===== src/rtl/dmem_arb_pkg.sv =====
// Shared definitions for the data-memory arbiter: FSM encoding, port count, width defaults.
// Latency: n/a (types and constants only).
// Backpressure: n/a.
package dmem_arb_pkg;

  typedef enum logic [1:0] {
    IDLE  = 2'd0,
    SERVE = 2'd1,
    RESP  = 2'd2
  } state_t;

  localparam int NUM_PORTS  = 2;
  localparam int DEF_DATA_W = 32;
  localparam int DEF_ADDR_W = 10;

endpackage


===== src/rtl/rr_pick2.sv =====
// Combinational 2-way requester pick used when the arbiter leaves IDLE.
// Latency: purely combinational.
// Backpressure: none; the caller decides when the pick is consumed.
// Ports: req (per-port request), rr_ptr (preferred port on a tie), winner (chosen port).
module rr_pick2 #(
  parameter bit FIXED_PRIO = 1'b0
) (
  input  logic [1:0] req,
  input  logic       rr_ptr,
  output logic       winner
);

  always_comb begin
    winner = 1'b0;
    case (req)
      2'b10:   winner = 1'b1;
      // Tie: fixed mode always favours port 0, otherwise follow the pointer.
      2'b11:   winner = FIXED_PRIO ? 1'b0 : rr_ptr;
      default: winner = 1'b0;
    endcase
  end

endmodule


===== src/rtl/dmem_arbiter.sv =====
// Two-port arbiter/sequencer for a sync-write, async-read data memory; single-word req/ack.
// Latency: req sampled at edge E0 -> SERVE in cycle 1 -> one-cycle ack (with err/rdata) in cycle 2.
// Backpressure: requester holds req until its ack; the other port waits, served back-to-back from RESP.
// Ports: clk/rst_n; req_i/we_i per port; addr0_i/addr1_i, wdata0_i/wdata1_i requester side;
//        ack_o/err_o/rdata_o response; mem_addr_o/mem_wdata_o/mem_we_o/mem_rdata_i memory side.
module dmem_arbiter
  import dmem_arb_pkg::*;
#(
  parameter int DATA_W     = DEF_DATA_W,
  parameter int ADDR_W     = DEF_ADDR_W,
  parameter int FIXED_PRIO = 0
) (
  input  logic                 clk,
  input  logic                 rst_n,
  input  logic [NUM_PORTS-1:0] req_i,
  input  logic [NUM_PORTS-1:0] we_i,
  input  logic [31:0]          addr0_i,
  input  logic [31:0]          addr1_i,
  input  logic [DATA_W-1:0]    wdata0_i,
  input  logic [DATA_W-1:0]    wdata1_i,
  output logic [NUM_PORTS-1:0] ack_o,
  output logic                 err_o,
  output logic [DATA_W-1:0]    rdata_o,
  output logic [ADDR_W-1:0]    mem_addr_o,
  output logic [DATA_W-1:0]    mem_wdata_o,
  output logic                 mem_we_o,
  input  logic [DATA_W-1:0]    mem_rdata_i
);

  state_t            state, state_nxt;
  logic              gnt, gnt_nxt;
  logic              rr_ptr, rr_ptr_nxt;
  logic              winner;
  logic [31:0]       addr_sel;
  logic              in_range;
  logic              err_q;
  logic [DATA_W-1:0] rdata_q;

  rr_pick2 #(
    .FIXED_PRIO (FIXED_PRIO != 0)
  ) u_pick (
    .req    (req_i),
    .rr_ptr (rr_ptr),
    .winner (winner)
  );

  // The memory port always follows the granted requester; it only matters in SERVE.
  assign addr_sel    = gnt ? addr1_i : addr0_i;
  assign in_range    = (addr_sel[31:ADDR_W] == '0);
  assign mem_addr_o  = addr_sel[ADDR_W-1:0];
  assign mem_wdata_o = gnt ? wdata1_i : wdata0_i;

  always_ff @(posedge clk or negedge rst_n) begin
    if (!rst_n) begin
      state  <= IDLE;
      gnt    <= 1'b0;
      rr_ptr <= 1'b0;
    end else begin
      state  <= state_nxt;
      gnt    <= gnt_nxt;
      rr_ptr <= rr_ptr_nxt;
    end
  end

  // mem_we_o and ack_o are decoded from state so a reset removes them immediately.
  always_comb begin
    state_nxt  = state;
    gnt_nxt    = gnt;
    rr_ptr_nxt = rr_ptr;
    mem_we_o   = 1'b0;
    ack_o      = '0;
    case (state)
      IDLE: begin
        if (|req_i) begin
          gnt_nxt    = winner;
          rr_ptr_nxt = ~winner;
          state_nxt  = SERVE;
        end
      end
      SERVE: begin
        mem_we_o  = we_i[gnt] & in_range;
        state_nxt = RESP;
      end
      RESP: begin
        ack_o[gnt] = 1'b1;
        // Hand straight over to the waiting port; the acked port's req is ignored here.
        if (req_i[~gnt]) begin
          gnt_nxt    = ~gnt;
          rr_ptr_nxt = gnt;
          state_nxt  = SERVE;
        end else begin
          state_nxt  = IDLE;
        end
      end
      default: state_nxt = IDLE;
    endcase
  end

  // Capture the response on the edge that ends SERVE; out-of-range reads return zero.
  always_ff @(posedge clk or negedge rst_n) begin
    if (!rst_n) begin
      rdata_q <= '0;
      err_q   <= 1'b0;
    end else if (state == SERVE) begin
      rdata_q <= in_range ? mem_rdata_i : '0;
      err_q   <= ~in_range;
    end
  end

  assign rdata_o = rdata_q;
  assign err_o   = err_q & (state == RESP);

endmodule

===== config.mk =====
export PLATFORM = sky130hd
export DESIGN_NAME = dmem_arbiter
export DESIGN_NICKNAME = d
export VERILOG_FILES = /design/src/rtl/dmem_arb_pkg.sv /design/src/rtl/rr_pick2.sv /design/src/rtl/dmem_arbiter.sv
export SDC_FILE = /design/constraint.sdc
export NUM_CORES = 1
export LEC_CHECK = 0
export CAP_MARGIN = 20
export CORE_AREA = 2 2 94 96
export DETAILED_ROUTE_END_ITERATION = 8
export DIE_AREA = 0 0 96 98
export PLACE_DENSITY = 0.76
export SYNTH_ARGS = -nofsm -noshare
export SYNTH_HDL_FRONTEND = slang
export SYNTH_SLANG_ARGS = --single-unit

===== constraint.sdc =====
create_clock -name clk -period 3.25 [get_ports clk]
set_clock_uncertainty 0.2 [all_clocks]
set_input_delay 0.975 -clock clk [delete_from_list [all_inputs] [get_ports clk]]
set_output_delay 0.975 -clock clk [all_outputs]
set_load 0.1 [all_outputs]

==> impl_metrics.tcl, run 1 <==
set metrics [dict create \
    drv_slew 0 \
    cp.required_ns 2.07 \
    fin_cells 523 \
    cts-root-buf "clkbuf_8" \
    grt_use_total_pct 18.74 \
    ys_top_cells_by_area "dfrtp_1 44%, mux2_2 23%, a32o_1 15%, nor4_1 2.4%, buf_6 2.2%" \
    ys_types 22 \
    dieHeight_um 98 \
    wl_mm 9.409 \
    critPathArrivalTime_ns 2.20 \
    synth_top_family_by_area "multiplexers" \
    synthToLayoutAreaGrowth_pct 145.7 \
    fillerInstances 698 \
    firstDrtPassIters 4 \
    io-pin-count 244 \
    wire_per_inst_um 17.99 \
    drc_errors 0 \
    cts-hold-fix-buffers 0 \
    worst_pin_slew_ns 0.8128 \
    p_sw_w 0.001991 \
    io_buffers 243 \
    synthesis.nets 339 \
    synth_flop_cell "dfrtp_1" \
    maxCapViolCount 0 \
    hold_viol_final 0 \
    critPathLaunchType "input port" \
    p_leak_nw 2.218 \
    cts_buffers 5 \
    clockPowerShare_pct 8.7 \
    fmax_mhz 295.9 \
    synth.avg_cell_area_um2 12.07 \
    clk_pin_slew_ns 0.07 \
    layout.nets 581 \
    synth_fa_ha_area_share_pct 0 \
    cts_sinks 37 \
    netlist_top_cells_count "43 x mux2_2, 37 x dfrtp_1, 32 x a32o_1" \
    min_path_type "reg2reg" \
    yosysMostFrequentCell "mux2_2" \
    finalCritPeriodShare_pct 104.0 \
    netSwitchingFraction_pct 53.55 \
    power_density_mw_per_mm2 724.6 \
    grt_pass1_wl_mm 13.63 \
    syn-cell-area_mm2 0.002088 \
    vdd_drop_max_mv 0.4380 \
    initial_core_util_pct 24.67 \
    postSynthCellCount 173 \
    final_util_pct 60.60 \
    viasPerCell 4.924 \
    rrSetupSlack_ns 1.06 \
    drtIter0Drc 84 \
    die_w_um 96 \
    synth_largest_area_cell "dfrtp_1" \
    clock_tree.buffer_depth 2 \
    max_slew_margin_pct 45.81 \
    core_mm2 0.008466 \
    synth.area.mux_share_pct 23.19 \
    routabilityCongestion 0.8010 \
    dp_hpwl_mm 7.577 \
    detail-route-antenna-nets 0 \
    grt.overflow.total 0 \
    synth-edff-count 0 \
    synth_top_area_share_pct 44.34 \
    grt_max_degree 38 \
    crit_path_max_fanout 2 \
    rows 34 \
    internal_power_w 0.001727 \
    drive_above_1_share_pct 40.96 \
    violations "negative setup slack" \
    power_w 0.003717 \
    clock_latency_ns 0.28 \
    grt_pass1_vias 2659 \
    crit_type "in2out" \
    yosys.area_share.simple_pct 8.268 \
    antenna_cells 0 \
    ys_warn_count 0 \
    outcome "finished with violations" \
    synth_compound_area_share_pct 19.47 \
    cts_max_level 2 \
    rsz0062_at_grt "true" \
    synth_seq_cells 37 \
    comb_power_share_pct 76.8 \
    fp.dieArea_mm2 0.009408 \
    ys_seq_area_share_pct 44.34 \
    num_vias 2575 \
    seqPwrFrac_pct 14.5 \
    async_flop_share_pct 100.0 \
    end_kind "output pin" \
    setup_viol 1 \
    timing.final.crit_period_ns 3.379 \
    post-place-cells 514 \
    antenna_found_initial 0 \
    fin_ws_ns -0.1293 \
    cts_tree "done" \
    synth_xor_area_share_pct 0 \
]
==> cell usage in the layout, fill, tap and decap left out, drive strengths merged <==
cell type      netlist  final
o32ai                1      1
a32o                32     32
clkbuf              11      8
o21ai                2      2
nor4                 8      8
a32oi                1      1
a21boi               1      1
nand3                4      4
a221oi               1      1
clkdlybuf4s15        0      7
nand2b               2      2
nor3                 3      3
dlygate4sd2          0     16
nand2                4      4
a21oi                5      5
clkdlybuf4s50        0    126
and3                 3      3
nor3b                3      3
dfrtp               37     37
buf                  5    101
inv                  2      2
mux2                43     43
nor2                 5      5
==> worst max-delay path: stages <==
cell      delay [ns]
buf_2           0.11
nor4_4          0.25
nand3_2         0.12
a221oi_4        0.32
and3_4          0.24
buf_12          0.17
==> flip-flops by register name (all words and copies together), names as in the netlist <==
register,cells
rr_ptr,1
err_q,1
state,2
gnt,1
rdata_o,32
==> area by class of cell <==
type	count	area (µm²)	area share, %
inverter	2	7.507	0.1463
sequential	37	927.1	18.07
multi-input combinational	118	1189	23.17
tap	108	135.1	2.634
timing repair buffer	251	2785	54.29
clock buffer	7	86.33	1.683
==> repair_timing <==
item                       4_1_cts  5_1_grt
setup endpoints to repair        1        1
buffers inserted                 2        0
resized for setup              100       10
pin swaps                       23        9
==> power by group through the flow <==
| stage | registers, W | clock network [W] | logic (W) |
|---|---|---|---|
| 6_report | 0.000540 | 0.000322 | 0.00286 |
| 3_3_place_gp | 0.000543 | 0 | 0.00285 |
| 5_1_grt | 0.000544 | 0.000351 | 0.00294 |
| 4_1_cts | 0.000536 | 0.000340 | 0.00288 |
| 3_5_place_dp | 0.000544 | 0 | 0.00287 |
| 2_1_floorplan | 0.000516 | 0 | 0.00180 |
==> stage by stage <==
stage	TNS (ns)	area (µm²)	hold slack, ns	worst slack [ns]
2_1_floorplan	-0.3125	2106	0.2871	-0.2478
3_3_place_gp	-0.5248	4969	0.2743	-0.5248
3_5_place_dp	-0.5957	4969	0.2806	-0.5957
4_1_cts	-0.1697	5105	0.2969	-0.1697
5_1_grt	-0.2196	5130	0.3125	-0.2196
6_report	-0.1293	5130	0.2895	-0.1293
==> cell families after synthesis <==
kind of cell / after synthesis
DFF: 37
AOI/OAI and AO/OA: 43
muxes: 43
buffers and inverters: 18
and+or+nand+nor: 32
==> layer usage <==
| layer | vias up | share of wire (%) | global-route usage (%) |
|---|---|---|---|
| li1 | 1176 | - | - |
| met5 | - | 0 | 0 |
| met4 | 0 | 3.8 | 7.802 |
| met1 | 1224 | 36 | 19.89 |
| met3 | 29 | 9.4 | 5.170 |
| met2 | 146 | 51 | 33.97 |
==> path summary, 6_finish.rpt <==
path	from	depth (start not counted)	end
max in group asynchronous	rst_n	1	gnt$_DFFE_PN0P_
min in group asynchronous	rst_n	1	rdata_o[1]$_DFFE_PN0P_
hold reg to reg	rdata_o[0]$_DFFE_PN0P_	1	rdata_o[0]$_DFFE_PN0P_
setup reg to reg	gnt$_DFFE_PN0P_	6	rdata_o[2]$_DFFE_PN0P_
hold / removal	rdata_o[0]$_DFFE_PN0P_	1	rdata_o[0]$_DFFE_PN0P_
setup / recovery	addr1_i[27]	6	mem_we_o
No activity file was read; power rests on OpenSTA's default activity.
==> inputs of run 2 (changes only) <==
--- a/config.mk
+++ b/config.mk
@@ -9,7 +9,8 @@
 export CORE_AREA = 2 2 94 96
 export DETAILED_ROUTE_END_ITERATION = 8
 export DIE_AREA = 0 0 96 98
-export PLACE_DENSITY = 0.76
+export PLACE_DENSITY = 0.79
+export SKIP_LAST_GASP = 1
 export SYNTH_ARGS = -nofsm -noshare
 export SYNTH_HDL_FRONTEND = slang
 export SYNTH_SLANG_ARGS = --single-unit
==> run 2 against run 1 <==
The flow still finishes with violations (negative setup slack). Cell area shrank 0.76%. Via count shrank 1.1%. Register-to-register slack lost 0.04 ns. Setup slack lost 0.015 ns. Sequential power shrank 1%. Clock power shrank 6.5%. Sequential share of layout area grew 0.14 points. Critical endpoint unchanged. Largest cell class unchanged. Largest power group unchanged. Highest routed layer unchanged.
==> impl_metrics.tcl, run 2 (same netlist as run 1, synthesis figures left out) <==
set metrics [dict create \
    outcome "finished with violations" \
    violations "negative setup slack" \
    antenna_found_initial 0 \
    dp_hpwl_mm 7.780 \
    grt_use_total_pct 19.09 \
    power_w 0.003675 \
    cp.required_ns 2.07 \
    crit_path_max_fanout 2 \
    vdd_drop_max_mv 0.3870 \
    slowest_delay_ns 0.34 \
    fin_ws_ns -0.1443 \
    viasPerCell 4.870 \
    io-pin-count 244 \
    routabilityCongestion 0.7867 \
    setup_viol 1 \
    timing.final.crit_period_ns 3.394 \
    largest_reg_flops 32 \
    grt_use_met2_pct 35.20 \
    synthToLayoutAreaGrowth_pct 143.8 \
    seqPwrFrac_pct 14.5 \
    power_density_mw_per_mm2 721.8 \
    maxCapViolCount 0 \
    finalCritPeriodShare_pct 104.4 \
    final_util_pct 60.14 \
    grtUsageMet3_pct 6.327 \
    netSwitchingFraction_pct 53.85 \
    crit_chain "buf_6 > nor4_4 > nand3_2 > a221oi_4 > and3_4 > buf_12" \
    grt_pass1_wl_mm 14.08 \
    cts_buffers 5 \
    rsz0062_at_grt "true" \
    layout_commonest_cell "clkdlybuf4s50_1" \
    drv_slew 0 \
    drive_above_1_share_pct 40.96 \
    drc_errors 0 \
    num_vias 2547 \
    initial_core_util_pct 24.67 \
    min_path_type "reg2reg" \
    layout.nets 580 \
    grt.overflow.total 0 \
    fillerInstances 689 \
    detail-route-antenna-nets 0 \
    grt_max_degree 38 \
    p_sw_w 0.001979 \
    critPathArrivalTime_ns 2.22 \
    antenna_cells 0 \
    cts-root-buf "clkbuf_8" \
    hold_viol_final 0 \
    wire_per_inst_um 17.89 \
    cts-hold-fix-buffers 0 \
    worst_pin_slew_ns 0.8050 \
    top_usage_layer "met2" \
    grtUsageMet1_pct 19.47 \
    fmax_mhz 294.6 \
    drtIter0Drc 89 \
    end_kind "output pin" \
    fp.dieArea_mm2 0.009408 \
    firstDrtPassIters 4 \
    cts_max_level 2 \
    crit_type "in2out" \
    wl_mm 9.358 \
    grt_pass1_vias 2773 \
    max_slew_margin_pct 46.33 \
    core_mm2 0.008466 \
    cp_slowest_cell "a221oi_4" \
    clk_pin_slew_ns 0.07 \
    clock_latency_ns 0.28 \
    die_w_um 96 \
    io_buffers 243 \
    clockPowerShare_pct 8.2 \
    comb_power_share_pct 77.3 \
    clock_tree.buffer_depth 2 \
    cts_sinks 37 \
    mostFrequentLayoutCells "122 x clkdlybuf4s50_1, 43 x mux2_2, 43 x buf_12, 42 x buf_4, 36 x dfrtp_1" \
    cts_tree "done" \
    internal_power_w 0.001696 \
    dieHeight_um 98 \
    rows 34 \
    p_leak_nw 2.229 \
    critPathLaunchType "input port" \
]
-- run 2: cell count changes in the layout (fill, tap and decap cells not counted), moves of 2 or more --
cell	before	now
nor4_2	3	5
clkdlybuf4s50_1	126	122
nor4_4	4	2
dlymetal6s2s_1	0	2
nor2_2	0	2
clkinv_2	0	2
nor2_1	5	3
buf_6	8	6
dlygate4sd2_1	16	21
clkdlybuf4s15_1	7	4
-- run 2: cell type report --
class,instances,area [µm²],area share [%]
repair buffers,250,2770,54.41
multi-input cells,118,1169,22.95
inverters,2,7.507,0.1475
well taps,108,135.1,2.654
flip-flops and latches,37,927.1,18.21
clock buffers,6,72.57,1.425
clock inverters,2,10.01,0.1966
-- run 2: final timing paths --
path,start,endpoint,slack (ns),cells past startpoint
worst min register to register,rdata_o[20]$_DFFE_PN0P_,rdata_o[20]$_DFFE_PN0P_,0.30,1
worst max-delay path,addr1_i[29],mem_we_o,-0.14,6
worst min-delay path,rdata_o[20]$_DFFE_PN0P_,rdata_o[20]$_DFFE_PN0P_,0.30,1
worst max register to register,gnt$_DFFE_PN0P_,rdata_o[19]$_DFFE_PN0P_,1.02,6
min in group asynchronous,rst_n,rdata_o[15]$_DFFE_PN0P_,0.58,1
max in group asynchronous,rst_n,gnt$_DFFE_PN0P_,1.71,1
-- run 2: metrics by stage --
stage / hold slack (ns) / area [µm²] / setup TNS, ns / instances / setup WS [ns]
2_1_floorplan: 0.2871 / 2106 / -0.3125 / 173 / -0.2478
3_3_place_gp: 0.2734 / 4961 / -0.5373 / 513 / -0.5373
3_5_place_dp: 0.2860 / 4961 / -0.5560 / 513 / -0.5560
4_1_cts: 0.3047 / 5049 / -0.1592 / 523 / -0.1592
5_1_grt: 0.3238 / 5091 / -0.1992 / 523 / -0.1992
6_report: 0.2973 / 5091 / -0.1443 / 523 / -0.1443
-- run 2: what timing repair did --
item	in CTS	in global routing
pin swaps	23	12
setup endpoints to repair	1	1
resized for setup	90	14
buffers inserted	2	0
-- run 2: critical path: cells and delay by family --
kind / cells / cell delay (ns)
AOI/OAI and AO/OA: 1 / 0.34
buffers and inverters: 2 / 0.26
and+or+nand+nor: 3 / 0.64
-- run 2: metal layers --
layer  up-vias  routed length [µm]
met5         -                   0
met2       142                4951
met3        24                 987
li1       1170                   -
met4         0                 282
met1      1211                3136
-- run 2: power groups by stage --
stage | sequential, W | combinational, W | clock, W
after global placement | 0.000537 | 0.00283 | 0
final | 0.000532 | 0.00284 | 0.000301
after detailed placement | 0.000540 | 0.00286 | 0
after floorplan | 0.000516 | 0.00180 | 0
after CTS | 0.000531 | 0.00286 | 0.000315
after global routing | 0.000539 | 0.00294 | 0.000338
